<file path="src/rtl/tx_share_arbiter_pkg.sv">
// -----------------------------------------------------------------------------
// tx_share_arbiter_pkg
// Shared definitions for the UART transmitter share arbiter:
//   - FSM state encoding (IDLE, LOAD, SEND, DONE)
//   - default number of requesters and default per-frame timeout
// No ports; imported by the interface, the rr_pick sub-module and the top.
// -----------------------------------------------------------------------------
package tx_share_arbiter_pkg;

  localparam int DEF_NUM_REQ        = 4;
  localparam int DEF_TIMEOUT_CYCLES = 200000;

  typedef enum logic [1:0] {
    IDLE = 2'd0,
    LOAD = 2'd1,
    SEND = 2'd2,
    DONE = 2'd3
  } state_t;

endpackage

</file>
<file path="src/rtl/tx_share_arbiter_if.sv">
// -----------------------------------------------------------------------------
// tx_share_arbiter_if
// Bundles the requester side (REQ, REQ_DATA, ACK, BUSY, ERR) and the
// transmitter side (TX_En_Sig, TX_Data, TX_Done_Sig) of the arbiter.
//   master : requesters + transmitter model (drive REQ, REQ_DATA, TX_Done_Sig)
//   slave  : the arbiter (drives ACK, BUSY, TX_En_Sig, TX_Data, ERR)
// NUM_REQ must match the arbiter's NUM_REQ.
// -----------------------------------------------------------------------------
interface tx_share_arbiter_if
  import tx_share_arbiter_pkg::*;
#(
  parameter int NUM_REQ = DEF_NUM_REQ
);

  logic [NUM_REQ-1:0]   REQ;
  logic [8*NUM_REQ-1:0] REQ_DATA;
  logic [NUM_REQ-1:0]   ACK;
  logic                 BUSY;
  logic                 TX_En_Sig;
  logic [7:0]           TX_Data;
  logic                 TX_Done_Sig;
  logic                 ERR;

  modport master (
    output REQ, REQ_DATA, TX_Done_Sig,
    input  ACK, BUSY, TX_En_Sig, TX_Data, ERR
  );

  modport slave (
    input  REQ, REQ_DATA, TX_Done_Sig,
    output ACK, BUSY, TX_En_Sig, TX_Data, ERR
  );

endinterface

</file>
<file path="src/rtl/tx_share_arbiter_rr_pick.sv">
// -----------------------------------------------------------------------------
// rr_pick
// Combinational rotate-priority select: returns the first asserted request
// at or after the pointer, wrapping at NUM_REQ.
// Ports:
//   req   [NUM_REQ-1:0] in   request vector
//   ptr   [IDX_W-1:0]   in   round-robin start index (0..NUM_REQ-1)
//   grant [NUM_REQ-1:0] out  one-hot winner (all zero when no request)
//   idx   [IDX_W-1:0]   out  binary winner index
//   valid               out  at least one request present
// -----------------------------------------------------------------------------
module rr_pick
  import tx_share_arbiter_pkg::*;
#(
  parameter int NUM_REQ = DEF_NUM_REQ,
  parameter int IDX_W   = $clog2(NUM_REQ)
) (
  input  logic [NUM_REQ-1:0] req,
  input  logic [IDX_W-1:0]   ptr,
  output logic [NUM_REQ-1:0] grant,
  output logic [IDX_W-1:0]   idx,
  output logic               valid
);

  // One extra bit so ptr + offset cannot overflow before the explicit wrap.
  localparam int SW = IDX_W + 1;

  always_comb begin
    logic [SW-1:0]    sum;
    logic [IDX_W-1:0] cand;
    // NOTE: every output gets a default before the loop so no path leaves a
    // value unassigned, which would otherwise infer a latch.
    sum   = '0;
    cand  = '0;
    grant = '0;
    idx   = '0;
    valid = 1'b0;
    for (int off = 0; off < NUM_REQ; off++) begin
      sum = {1'b0, ptr} + SW'(off);
      if (sum >= SW'(NUM_REQ)) sum = sum - SW'(NUM_REQ);
      cand = sum[IDX_W-1:0];
      if (!valid && req[cand]) begin
        valid       = 1'b1;
        idx         = cand;
        grant[cand] = 1'b1;
      end
    end
  end

endmodule

</file>
<file path="src/rtl/tx_share_arbiter.sv">
// -----------------------------------------------------------------------------
// tx_share_arbiter
// Round-robin arbiter sharing one UART transmitter between NUM_REQ requesters.
// FSM IDLE -> LOAD -> SEND -> DONE -> IDLE; all outputs registered.
// Ports:
//   CLK   in  system clock, rising edge
//   RSTn  in  asynchronous active-low reset
//   bus   tx_share_arbiter_if.slave
//         REQ/REQ_DATA in, ACK/BUSY/ERR out (requester side)
//         TX_En_Sig/TX_Data out, TX_Done_Sig in (transmitter side)
// Build option: define TX_ARB_TIMEOUT_EN to abort a frame after
// TIMEOUT_CYCLES SEND cycles without TX_Done_Sig (ACK and ERR pulse together).
// Without it SEND waits indefinitely and ERR is tied low.
// -----------------------------------------------------------------------------
module tx_share_arbiter
  import tx_share_arbiter_pkg::*;
#(
  parameter int NUM_REQ        = DEF_NUM_REQ,
  parameter int TIMEOUT_CYCLES = DEF_TIMEOUT_CYCLES
) (
  input  logic              CLK,
  input  logic              RSTn,
  tx_share_arbiter_if.slave bus
);

  localparam int IDX_W = $clog2(NUM_REQ);

  state_t             state;
  logic [IDX_W-1:0]   rr_ptr;
  logic [IDX_W-1:0]   grant_idx;
  logic [NUM_REQ-1:0] grant_oh;
  logic [NUM_REQ-1:0] ack;
  logic               busy;
  logic               tx_en;
  logic [7:0]         tx_data;

  logic [IDX_W-1:0]   pick_idx;
  logic [NUM_REQ-1:0] pick_oh;
  logic               pick_valid;
  logic [IDX_W-1:0]   next_ptr;

`ifdef TX_ARB_TIMEOUT_EN
  localparam int TMO_W = $clog2(TIMEOUT_CYCLES + 1);
  logic [TMO_W-1:0] tmo_cnt;
  logic             err;
`else
  // TIMEOUT_CYCLES has no function without the timeout feature.
  logic unused_timeout;
  assign unused_timeout = ^TIMEOUT_CYCLES;
`endif

  rr_pick #(
    .NUM_REQ (NUM_REQ),
    .IDX_W   (IDX_W)
  ) u_rr_pick (
    .req   (bus.REQ),
    .ptr   (rr_ptr),
    .grant (pick_oh),
    .idx   (pick_idx),
    .valid (pick_valid)
  );

  // The requester just served drops to lowest priority.
  assign next_ptr = (grant_idx == IDX_W'(NUM_REQ - 1)) ? '0 : grant_idx + 1'b1;

  // NOTE: sequential state uses non-blocking assignments so every register
  // samples the pre-edge values, independent of statement order.
  always_ff @(posedge CLK or negedge RSTn) begin
    if (!RSTn) begin
      state     <= IDLE;
      rr_ptr    <= '0;
      grant_idx <= '0;
      grant_oh  <= '0;
      ack       <= '0;
      busy      <= 1'b0;
      tx_en     <= 1'b0;
      tx_data   <= 8'h00;
`ifdef TX_ARB_TIMEOUT_EN
      tmo_cnt   <= '0;
      err       <= 1'b0;
`endif
    end else begin
      // ACK/ERR are single-cycle pulses; DONE is the only state that sets them
      // (on entry), so they clear on the following edge.
      ack <= '0;
`ifdef TX_ARB_TIMEOUT_EN
      err <= 1'b0;
`endif
      case (state)
        IDLE: begin
          // Grant is frozen here so later REQ changes cannot move it.
          if (pick_valid) begin
            grant_idx <= pick_idx;
            grant_oh  <= pick_oh;
            busy      <= 1'b1;
            state     <= LOAD;
          end
        end
        LOAD: begin
          tx_data <= bus.REQ_DATA[{grant_idx, 3'b000} +: 8];
          tx_en   <= 1'b1;
`ifdef TX_ARB_TIMEOUT_EN
          tmo_cnt <= '0;
`endif
          state   <= SEND;
        end
        SEND: begin
          // Enable drops on the same edge done is seen; the transmitter's
          // cleanup cycle overlaps the enable still being high.
          if (bus.TX_Done_Sig) begin
            tx_en <= 1'b0;
            ack   <= grant_oh;
            state <= DONE;
          end
`ifdef TX_ARB_TIMEOUT_EN
          else if (tmo_cnt == TMO_W'(TIMEOUT_CYCLES - 1)) begin
            tx_en <= 1'b0;
            ack   <= grant_oh;
            err   <= 1'b1;
            state <= DONE;
          end else begin
            tmo_cnt <= tmo_cnt + 1'b1;
          end
`endif
        end
        DONE: begin
          busy   <= 1'b0;
          rr_ptr <= next_ptr;
          state  <= IDLE;
        end
        default: state <= IDLE;
      endcase
    end
  end

  assign bus.ACK       = ack;
  assign bus.BUSY      = busy;
  assign bus.TX_En_Sig = tx_en;
  assign bus.TX_Data   = tx_data;
`ifdef TX_ARB_TIMEOUT_EN
  assign bus.ERR       = err;
`else
  assign bus.ERR       = 1'b0;
`endif

endmodule

</file>
<file path="src/flat_wrapper.sv">
// flat-port wrapper written by rule: the top's interface ports become plain ports
module tx_share_arbiter_flat import tx_share_arbiter_pkg::*;
#(
  parameter int NUM_REQ        = DEF_NUM_REQ,
  parameter int TIMEOUT_CYCLES = DEF_TIMEOUT_CYCLES
)
  (CLK, RSTn, bus_REQ, bus_REQ_DATA, bus_TX_Done_Sig, bus_ACK, bus_BUSY, bus_TX_En_Sig, bus_TX_Data, bus_ERR);
  tx_share_arbiter_if #(.NUM_REQ(NUM_REQ)) bus_i ();
  input  logic CLK;
  input  logic RSTn;
  input wire logic [$bits(bus_i.REQ)-1:0] bus_REQ;
  input wire logic [$bits(bus_i.REQ_DATA)-1:0] bus_REQ_DATA;
  input wire logic [$bits(bus_i.TX_Done_Sig)-1:0] bus_TX_Done_Sig;
  output wire logic [$bits(bus_i.ACK)-1:0] bus_ACK;
  output wire logic [$bits(bus_i.BUSY)-1:0] bus_BUSY;
  output wire logic [$bits(bus_i.TX_En_Sig)-1:0] bus_TX_En_Sig;
  output wire logic [$bits(bus_i.TX_Data)-1:0] bus_TX_Data;
  output wire logic [$bits(bus_i.ERR)-1:0] bus_ERR;
  assign bus_i.REQ = bus_REQ;
  assign bus_i.REQ_DATA = bus_REQ_DATA;
  assign bus_i.TX_Done_Sig = bus_TX_Done_Sig;
  assign bus_ACK = bus_i.ACK;
  assign bus_BUSY = bus_i.BUSY;
  assign bus_TX_En_Sig = bus_i.TX_En_Sig;
  assign bus_TX_Data = bus_i.TX_Data;
  assign bus_ERR = bus_i.ERR;
  tx_share_arbiter #(.NUM_REQ(NUM_REQ), .TIMEOUT_CYCLES(TIMEOUT_CYCLES)) u_core (.CLK(CLK), .RSTn(RSTn), .bus(bus_i));
endmodule
</file>
<file path="config.mk">
export PLATFORM = sky130hd
export DESIGN_NAME = tx_share_arbiter_flat
export DESIGN_NICKNAME = d
export VERILOG_FILES = /design/src/rtl/tx_share_arbiter_pkg.sv /design/src/rtl/tx_share_arbiter_if.sv /design/src/rtl/tx_share_arbiter_rr_pick.sv /design/src/rtl/tx_share_arbiter.sv /design/src/flat_wrapper.sv
export SDC_FILE = /design/constraint.sdc
export NUM_CORES = 1
export LEC_CHECK = 0
export BUFFER_PORTS_ARGS = -buffer_cell sky130_fd_sc_hd__buf_2
export CAP_MARGIN = 20
export CORE_MARGIN = 1.5
export CORE_UTILIZATION = 35
export CTS_BUF_LIST = sky130_fd_sc_hd__clkbuf_16
export DETAILED_ROUTE_END_ITERATION = 6
export GPL_TIMING_DRIVEN = 0
export PLACE_DENSITY = 0.67
export REMOVE_ABC_BUFFERS = 1
export SYNTH_ARGS = -nofsm -noshare
export SYNTH_HDL_FRONTEND = slang
export SYNTH_HIERARCHICAL = 1
export SYNTH_SLANG_ARGS = --single-unit
</file>
<file path="constraint.sdc">
create_clock -name CLK -period 4.68 [get_ports CLK]
set_clock_uncertainty 0.2 [all_clocks]
set_input_delay 0.234 -clock CLK [delete_from_list [all_inputs] [get_ports CLK]]
set_output_delay 0.234 -clock CLK [all_outputs]
set_load 0.03 [all_outputs]
</file>
---- Word-level counts from Yosys, hierarchy flattened ----
Cells that the tools add are included.
word-level totals
  word-level logic and storage cells ...... 97
  bits of input ports ..................... 39
  bits in registers ....................... 24
cells by class
  $lt $le $gt $ge ......................... 12
  bitwise operators ....................... 3
  add/subtract/negate cells ............... 8
  reductions and logical operators ........ 17
  equal/unequal tests ..................... 6
  multiplexer cells ....................... 42
  shifts and indexed selects .............. 1
operators by type and width
  operator                                                                       number
  32-bit by 6-bit indexed part select with 8-bit output                          1
  4-bit two-way mux                                                              6
  2-bit two-way mux                                                              11
  1-bit two-way mux                                                              14
  2-bit by 3-bit less-than comparator with 1-bit output (second input constant)  4
  4-bit OR                                                                       3
  3-bit >= comparator (second input constant)                                    3
  1-bit binary-select mux with 2-bit select                                      4
  1-bit demux with 2-bit select                                                  4
  2-bit by 1-bit >= comparator with 1-bit output (second input constant)         4
  2-bit one-hot mux with 4 select lines                                          1
  2-bit AND reduction                                                            4
  2-bit by 1-bit subtractor with 2-bit output (second input constant)            4
  1-bit logical AND                                                              7
  2-bit by 2-bit adder with 3-bit output (second input constant)                 2
  2-bit equality test (second input constant)                                    3
  1-bit one-hot mux with 2 select lines                                          2
  2-bit nonzero test                                                             2
  2-bit by 1-bit adder with 3-bit output (second input constant)                 1
  2-bit by 3-bit >= comparator with 1-bit output (second input constant)         1
  1-bit zero test                                                                3
  2-bit by 1-bit adder with 2-bit output (second input constant)                 1
  2-bit by 1-bit equality test with 1-bit output (second input constant)         1
  2-bit zero test                                                                1
  2 further kinds                                                                2

---- Depth between registers and ports, before layout ----
Gate-level depths: netlist (run 1).
  depth after elaboration ................. 16
  gate-level depth with buffers ........... 10
  gate-level depth less buffers ........... 8

---- Hierarchy ----
Netlist (run 1), hierarchy kept.
modules (own cells, without submodules)
  module            cells an instance  times used  area each (µm²)
  tx_share_arbiter  104                1           1298.7
  rr_pick           45                 1           421.7

---- Least setup slack after synthesis (run 1) ----
OpenSTA, ideal clock, no wires.
  path kind ............................... register to register
  from .................................... reg u_core.rr_ptr[0]
  to ...................................... reg u_core.grant_idx[0]
  stages on the path, launching flop included .. 10
  path buffers ............................ 2
  data required time ...................... 4.355 ns
  arrival ................................. 2.250 ns
  library setup time ...................... 0.125 ns
  path slack .............................. 2.106 ns
  period minus slack after synthesis ...... 2.574 ns
  cell sequence ........................... dfrtp_1 buf_6 inv_1 ha_1 mux4_2 buf_6 nor3_1 nand2b_1 nand2_1 mux2_2
between the ends
  cells in the longest elaborated chain, start to end .. 15
ends and longest elaborated chain
  item                                                                             RTL line                        text
  start: declaration                                                               tx_share_arbiter.sv:29          logic [IDX_W-1:0] rr_ptr;
  start signal: assignment                                                         tx_share_arbiter.sv:128         rr_ptr <= next_ptr;
  branches (longest 13 deep; another with 2-bit by 1-bit adder with 3-bit output)  -
  1-bit two-way mux (*)                                                            tx_share_arbiter_rr_pick.sv:42  if (!valid && req[cand]) begin
  net u_core.pick_valid                                                            tx_share_arbiter.sv:39          logic pick_valid;
  2-bit AND reduction (no source line) (*)                                         -
  end signal: assignment                                                           tx_share_arbiter.sv:93          grant_idx <= pick_idx;
  end: declaration                                                                 tx_share_arbiter.sv:30          logic [IDX_W-1:0] grant_idx;
Mark *: on every way through the listed nets, which the timed path passes. The select of a mux whose other input is x is not followed.
A chain may end at the register's enable or synchronous reset.

---- Final worst setup path (run 1) ----
Same ends and word-level chain as after synthesis.

==> impl_metrics.tcl, run 1 <==
set metrics [dict create \
    final_core_util 0.4456 \
    fillers 428 \
    io_pins 54 \
    synth_commonest_cells "dfrtp_1 (24), ha_1 (11), mux2_2 (10), mux2i_1 (10)" \
    dr.pass1.iters 4 \
    coreArea_sq_um 4723 \
    grt_max_degree 25 \
    ys_ff_latch 24 \
    netlist_area_sq_um 1720 \
    setup_violations 0 \
    cts_hold_buffers 1 \
    post_cts.repair.setup_buffers 0 \
    multi_input_area_sq_um 1022 \
    clock_latency_ns 0.25 \
    p_leak_uw 0.001039 \
    yosys.area.top_type "dfrtp_1" \
    route.detailed.drc 0 \
    syn_avg_cell_area_sq_um 11.55 \
    power.internal_uw 861.5 \
    io_buffers 52 \
    cts_tree "built" \
    die_w_um 73.11 \
    synthCells 149 \
    seqPwrFrac 0.277 \
    synth_cell_type_count 35 \
    grt_use_total 0.1134 \
    yosys_warnings 6 \
    antenna_found_initial 0 \
    yosysSeqAreaShare 0.3491 \
    hpwl_um 2341 \
    rsz0062_at_grt "false" \
    p_comb_frac 0.561 \
    synth.top_cell.area_share 0.3491 \
    synth_ff_type "dfrtp_1" \
    die_h_um 73.11 \
    clkPwrFrac 0.162 \
    required_ns 4.61 \
    post_cts_resize_count 0 \
    grt_pass1_wl_um 4843 \
    root_buffer "clkbuf_16" \
    finalWeightedCongestion 0.6836 \
    antenna_cells 0 \
    worst_setup_path_start_kind "register" \
    synth_most_common_cell "dfrtp_1" \
    tns_ns 0 \
    cts_max_level 1 \
    switching_power_uw 600.6 \
    rows 25 \
    grt_overflow_total 0 \
    cp_max_fo 14 \
    drv_slew 0 \
    ir_drop_mv 0.2749 \
    hp-class "input port to register" \
    clock_path_buffers 2 \
    p_per_area_nw_per_um2 694.7 \
    routed_wl_um 3178 \
    antenna_left 0 \
    ff_latch_area_sq_um 600.6 \
    cts.sink_count 24 \
    clkTransAtPathRegs_ns 0.06 \
    post-route-min-period_ns 3.032 \
    fmax_mhz 329.8 \
    start_util 0.3642 \
    cp.arrival_ns 2.97 \
    post-route-period-util 0.6478 \
    area_growth_pct 22.33 \
    vias 1268 \
    cap_violations 0 \
    worst-setup-path-type "register to register" \
    post_drt_wl_per_cell_um 11.99 \
    synthArstFlopShare 1.000 \
    yosys-top-cells-area "dfrtp_1 (35%), ha_1 (8.0%), mux2_4 (7.0%), mux2_2 (6.5%), mux2i_1 (5.8%)" \
    status "completed" \
    maxSlewHeadroom 0.3628 \
    finalHoldViolations 0 \
    worstSetupEndpointType "register" \
    numCtsBuffers 3 \
    p_sw_frac 0.4108 \
    drive_gt1_frac 0.4343 \
    grt_pass1_vias 1033 \
    drt_iter0_drc 57 \
    synth_edf_count 0 \
    via_per_inst 4.785 \
    die_area_sq_um 5345 \
    worst_slew_pin_slew_ns 0.9558 \
    num-nets-final 249 \
]
## sequential cells by signal, summed over array words and instances, names as in the netlist
register              cells
u_core/bus.TX_Data        8
u_core/grant_oh           4
u_core/grant_idx          2
u_core/bus.BUSY           1
u_core/state              2
u_core/bus.TX_En_Sig      1
u_core/bus.ACK            4
u_core/rr_ptr             2
## placed cells by master (no fill, tap or decap), types with 2 or more instances in the layout
cell	synthesis	layout
buf_2	0	52
dfrtp_1	24	24
ha_1	11	11
mux2i_1	10	10
mux2_2	10	10
mux2_4	8	8
o21ai_1	8	8
a22oi_1	8	8
and2b_1	7	7
a21oi_2	7	7
inv_1	6	6
o21ai_0	6	6
nor2_1	5	5
and3_1	4	4
clkbuf_16	0	3
nand2_1	3	3
nor2b_1	3	3
a21oi_1	3	3
mux4_2	2	2
mux4_1	2	2
nand2b_1	2	2
## area by class of cell
| type | count | area share |
|---|---|---|
| multi-input combinational | 111 | 0.4857 |
| sequential | 24 | 0.2854 |
| timing repair buffer | 53 | 0.1284 |
| tap | 67 | 0.03983 |
| clock buffer | 3 | 0.03567 |
| clock inverter | 1 | 0.01427 |
| inverter | 6 | 0.01070 |
## cells by family (layout without fill, tap and decap cells)
group                      Yosys count  in the layout  synth area share
muxes                               32             32            0.2502
AOI/OAI and AO/OA                   38             38            0.1506
adders and majority gates           11             11           0.08000
buffers and inverters               14             63           0.05673
other                                1              1          0.002180
DFF                                 24             24            0.3491
and+or+nand+nor                     29             29            0.1113
## critical path, stage by stage (launching register included)
cell and delay (ns):
dfrtp_1 0.68, inv_1 0.13, ha_1 0.38, mux4_2 0.45
nor3_1 0.28, nand2b_1 0.15, nand2_1 0.27, mux2_2 0.37
## through the flow
| stage | power [uW] | hold WS (ns) | std cells | cell area [sq um] | worst slack, ns |
|---|---|---|---|---|---|
| after floorplan | 1040 | -0.2616 | 141 | 1645 | 2.013 |
| after global placement | 1211 | 0.04190 | 260 | 1989 | 1.653 |
| after detailed placement | 1230 | 0.04496 | 260 | 1989 | 1.629 |
| after CTS | 1473 | 0.05618 | 265 | 2105 | 1.614 |
| after global routing | 1570 | 0.06881 | 265 | 2105 | 1.367 |
| final | 1462 | 0.05553 | 265 | 2105 | 1.648 |
## power by group through the flow
stage	Sequential, uW	Combinational (uW)	Clock (uW)
after floorplan	481	559	0
after global placement	406	805	0
after detailed placement	411	819	0
after CTS	407	823	243
after global routing	423	899	248
final	404	821	237
## layer usage
layer / share of wire / global-route usage
met1: 0.49 / 0.1634
met2: 0.44 / 0.1737
met3: 0.053 / 0.02072
met4: 0.0098 / 0.03145
met5: 0 / 0
## final timing paths
kind,start,endpoint,slack (ns),cells past startpoint
worst min register to register,u_core/grant_oh[0]$_DFFE_PN0P_,u_core/grant_oh[0]$_DFFE_PN0P_,0.30,1
worst min-delay path,bus_REQ_DATA[20],u_core/bus.TX_Data[4]$_DFFE_PN0P_,0.06,3
worst max-delay path,u_core/rr_ptr[0]$_DFFE_PN0P_,u_core/grant_idx[0]$_DFFE_PN0P_,1.65,7
min in group asynchronous,RSTn,u_core/grant_oh[3]$_DFFE_PN0P_,0.30,2
max in group asynchronous,RSTn,u_core/bus.TX_Data[6]$_DFFE_PN0P_,3.63,2
worst max register to register,u_core/rr_ptr[0]$_DFFE_PN0P_,u_core/grant_idx[0]$_DFFE_PN0P_,1.65,7
(Power assumes the default switching activity.)
==> run 2: changes to the inputs <==
- PLACE_DENSITY: 0.67 -> 0.7
- clock period: 4.68 -> 2.6 ns (I/O delays scaled with it)
==> impl_metrics.tcl, run 2 (synthesized netlist as in run 1, its figures left out) <==
set metrics [dict create \
    status "complete, but fails checks" \
    violations "hold timing" \
    grt_overflow_total 0 \
    via_per_inst 4.854 \
    hpwl_um 2417 \
    clkTransAtPathRegs_ns 0.06 \
    largest_reg_flops 8 \
    post-route-min-period_ns 2.507 \
    hp-class "input port to register" \
    finalHoldViolations 1 \
    route.detailed.drc 0 \
    worst-setup-path-type "register to register" \
    p_comb_frac 0.629 \
    worst_slew_pin_slew_ns 0.9604 \
    post_drt_wl_per_cell_um 12.89 \
    num-nets-final 271 \
    grt_pass1_wl_um 5761 \
    placed_cell_area_sq_um 1989 \
    grt_max_degree 25 \
    reg2reg_depth 7 \
    seqPwrFrac 0.252 \
    area_growth_pct 33.16 \
    drv_slew 0 \
    numCtsBuffers 3 \
    ir_drop_mv 0.5553 \
    p_sw_frac 0.4183 \
    setup_violations 0 \
    clkPwrFrac 0.118 \
    cp.arrival_ns 2.45 \
    io_pins 54 \
    grt_use_total 0.1364 \
    maxSlewHeadroom 0.3597 \
    rsz0062_at_grt "true" \
    routed_wl_um 3700 \
    post-route-period-util 0.9644 \
    vias 1393 \
    grt_pass1_vias 1221 \
    mostFrequentLayoutCells "buf_2 (52), dfrtp_1 (22), dlygate4sd3_1 (16), ha_1 (11)" \
    hold_depth 3 \
    worst_hold_slack_ns -0.001875 \
    worst_setup_path_start_kind "register" \
    fin_area_sq_um 2291 \
    fmax_mhz 398.8 \
    rows 25 \
    switching_power_uw 1141 \
    final_common_cell "buf_2" \
    cts_tree "built" \
    cap_violations 0 \
    cp_max_fo 5 \
    antenna_found_initial 0 \
    antenna_cells 0 \
    antenna_left 0 \
    required_ns 2.54 \
    io_buffers 52 \
    clock_path_buffers 2 \
    drive_gt1_frac 0.4364 \
    worstSetupEndpointType "register" \
    cts.sink_count 24 \
    p_total_uw 2729 \
    die_area_sq_um 5345 \
    p_per_area_nw_per_um2 1191 \
    clock_latency_ns 0.25 \
    root_buffer "clkbuf_16" \
    dr.pass1.iters 4 \
    coreArea_sq_um 4723 \
    power.internal_uw 1587 \
    start_util 0.3642 \
    drt_iter0_drc 85 \
    finalWeightedCongestion 0.7794 \
    die_h_um 73.11 \
    die_w_um 73.11 \
    p_leak_uw 0.001122 \
    cts_max_level 1 \
]
[run 2: worst paths after layout]
kind | start | end | slack [ns]
worst min register to register | u_core/grant_oh[3]$_DFFE_PN0P_ | u_core/grant_oh[3]$_DFFE_PN0P_ | 0.30
worst max register to register | u_core/rr_ptr[1]$_DFFE_PN0P_ | u_core/grant_idx[1]$_DFFE_PN0P_ | 0.09
min in group asynchronous | RSTn | u_core/bus.ACK[0]$_DFF_PN0_ | 0.20
max in group asynchronous | RSTn | u_core/rr_ptr[1]$_DFFE_PN0P_ | 1.62
worst min-delay path | bus_REQ_DATA[21] | u_core/bus.TX_Data[5]$_DFFE_PN0P_ | -0.002
worst max-delay path | u_core/rr_ptr[1]$_DFFE_PN0P_ | u_core/grant_idx[1]$_DFFE_PN0P_ | 0.09
[run 2: power groups by stage]
stage	Sequential, uW	Clock, uW	Combinational, uW
4_1_cts	691	327	1690
6_report	689	323	1720
3_3_place_gp	733	0	1450
3_5_place_dp	743	0	1480
5_1_grt	716	346	1880
2_1_floorplan	867	0	1010
[run 2: final cells by class]
type | instances | area (sq um)
clock buffers | 3 | 75.07
clock inverters | 1 | 3.754
fillers | 424 | 2432
inverters | 6 | 22.52
multi-input cells | 111 | 1030
flip-flops and latches | 24 | 603.1
well taps | 67 | 83.83
repair buffers | 75 | 473.0
[run 2: through the flow]
stage | setup TNS [ns] | utilization | hold slack (ns) | setup WS (ns) | instances
after floorplan | -0.4081 | - | -0.3656 | -0.06741 | 141
after global placement | -2.949 | 0.4212 | -0.06569 | -0.4022 | 260
after detailed placement | -3.076 | 0.4212 | -0.05995 | -0.4138 | 260
after CTS | 0 | 0.4824 | 0.006773 | 0.06800 | 286
after global routing | -0.02014 | 0.4850 | 0.03432 | -0.01645 | 287
final | 0 | 0.4850 | -0.001875 | 0.09262 | 287
[run 2: worst max-delay path, cell delays in order, from the launching register on]
cell	delay, ns
dfrtp_2	0.41
inv_1	0.11
ha_1	0.29
mux4_2	0.38
nor4b_4	0.42
nor2_1	0.09
a32o_1	0.23
mux2_2	0.25
[run 2: per-layer routing]
metal	track usage	vias to the layer above	part of all wire
li1	-	688	-
met1	0.1851	664	0.47
met2	0.2283	37	0.47
met3	0.02072	4	0.046
met4	0.03145	0	0.0062
met5	0	-	0
[run 2: repair_timing]
action | 4_1_cts | 5_1_grt
hold buffers | 16 | 0
setup buffers | 6 | 1
hold endpoints to repair | 35 | 0
endpoints found under the setup margin | 9 | 7
resized for setup | 3 | 1
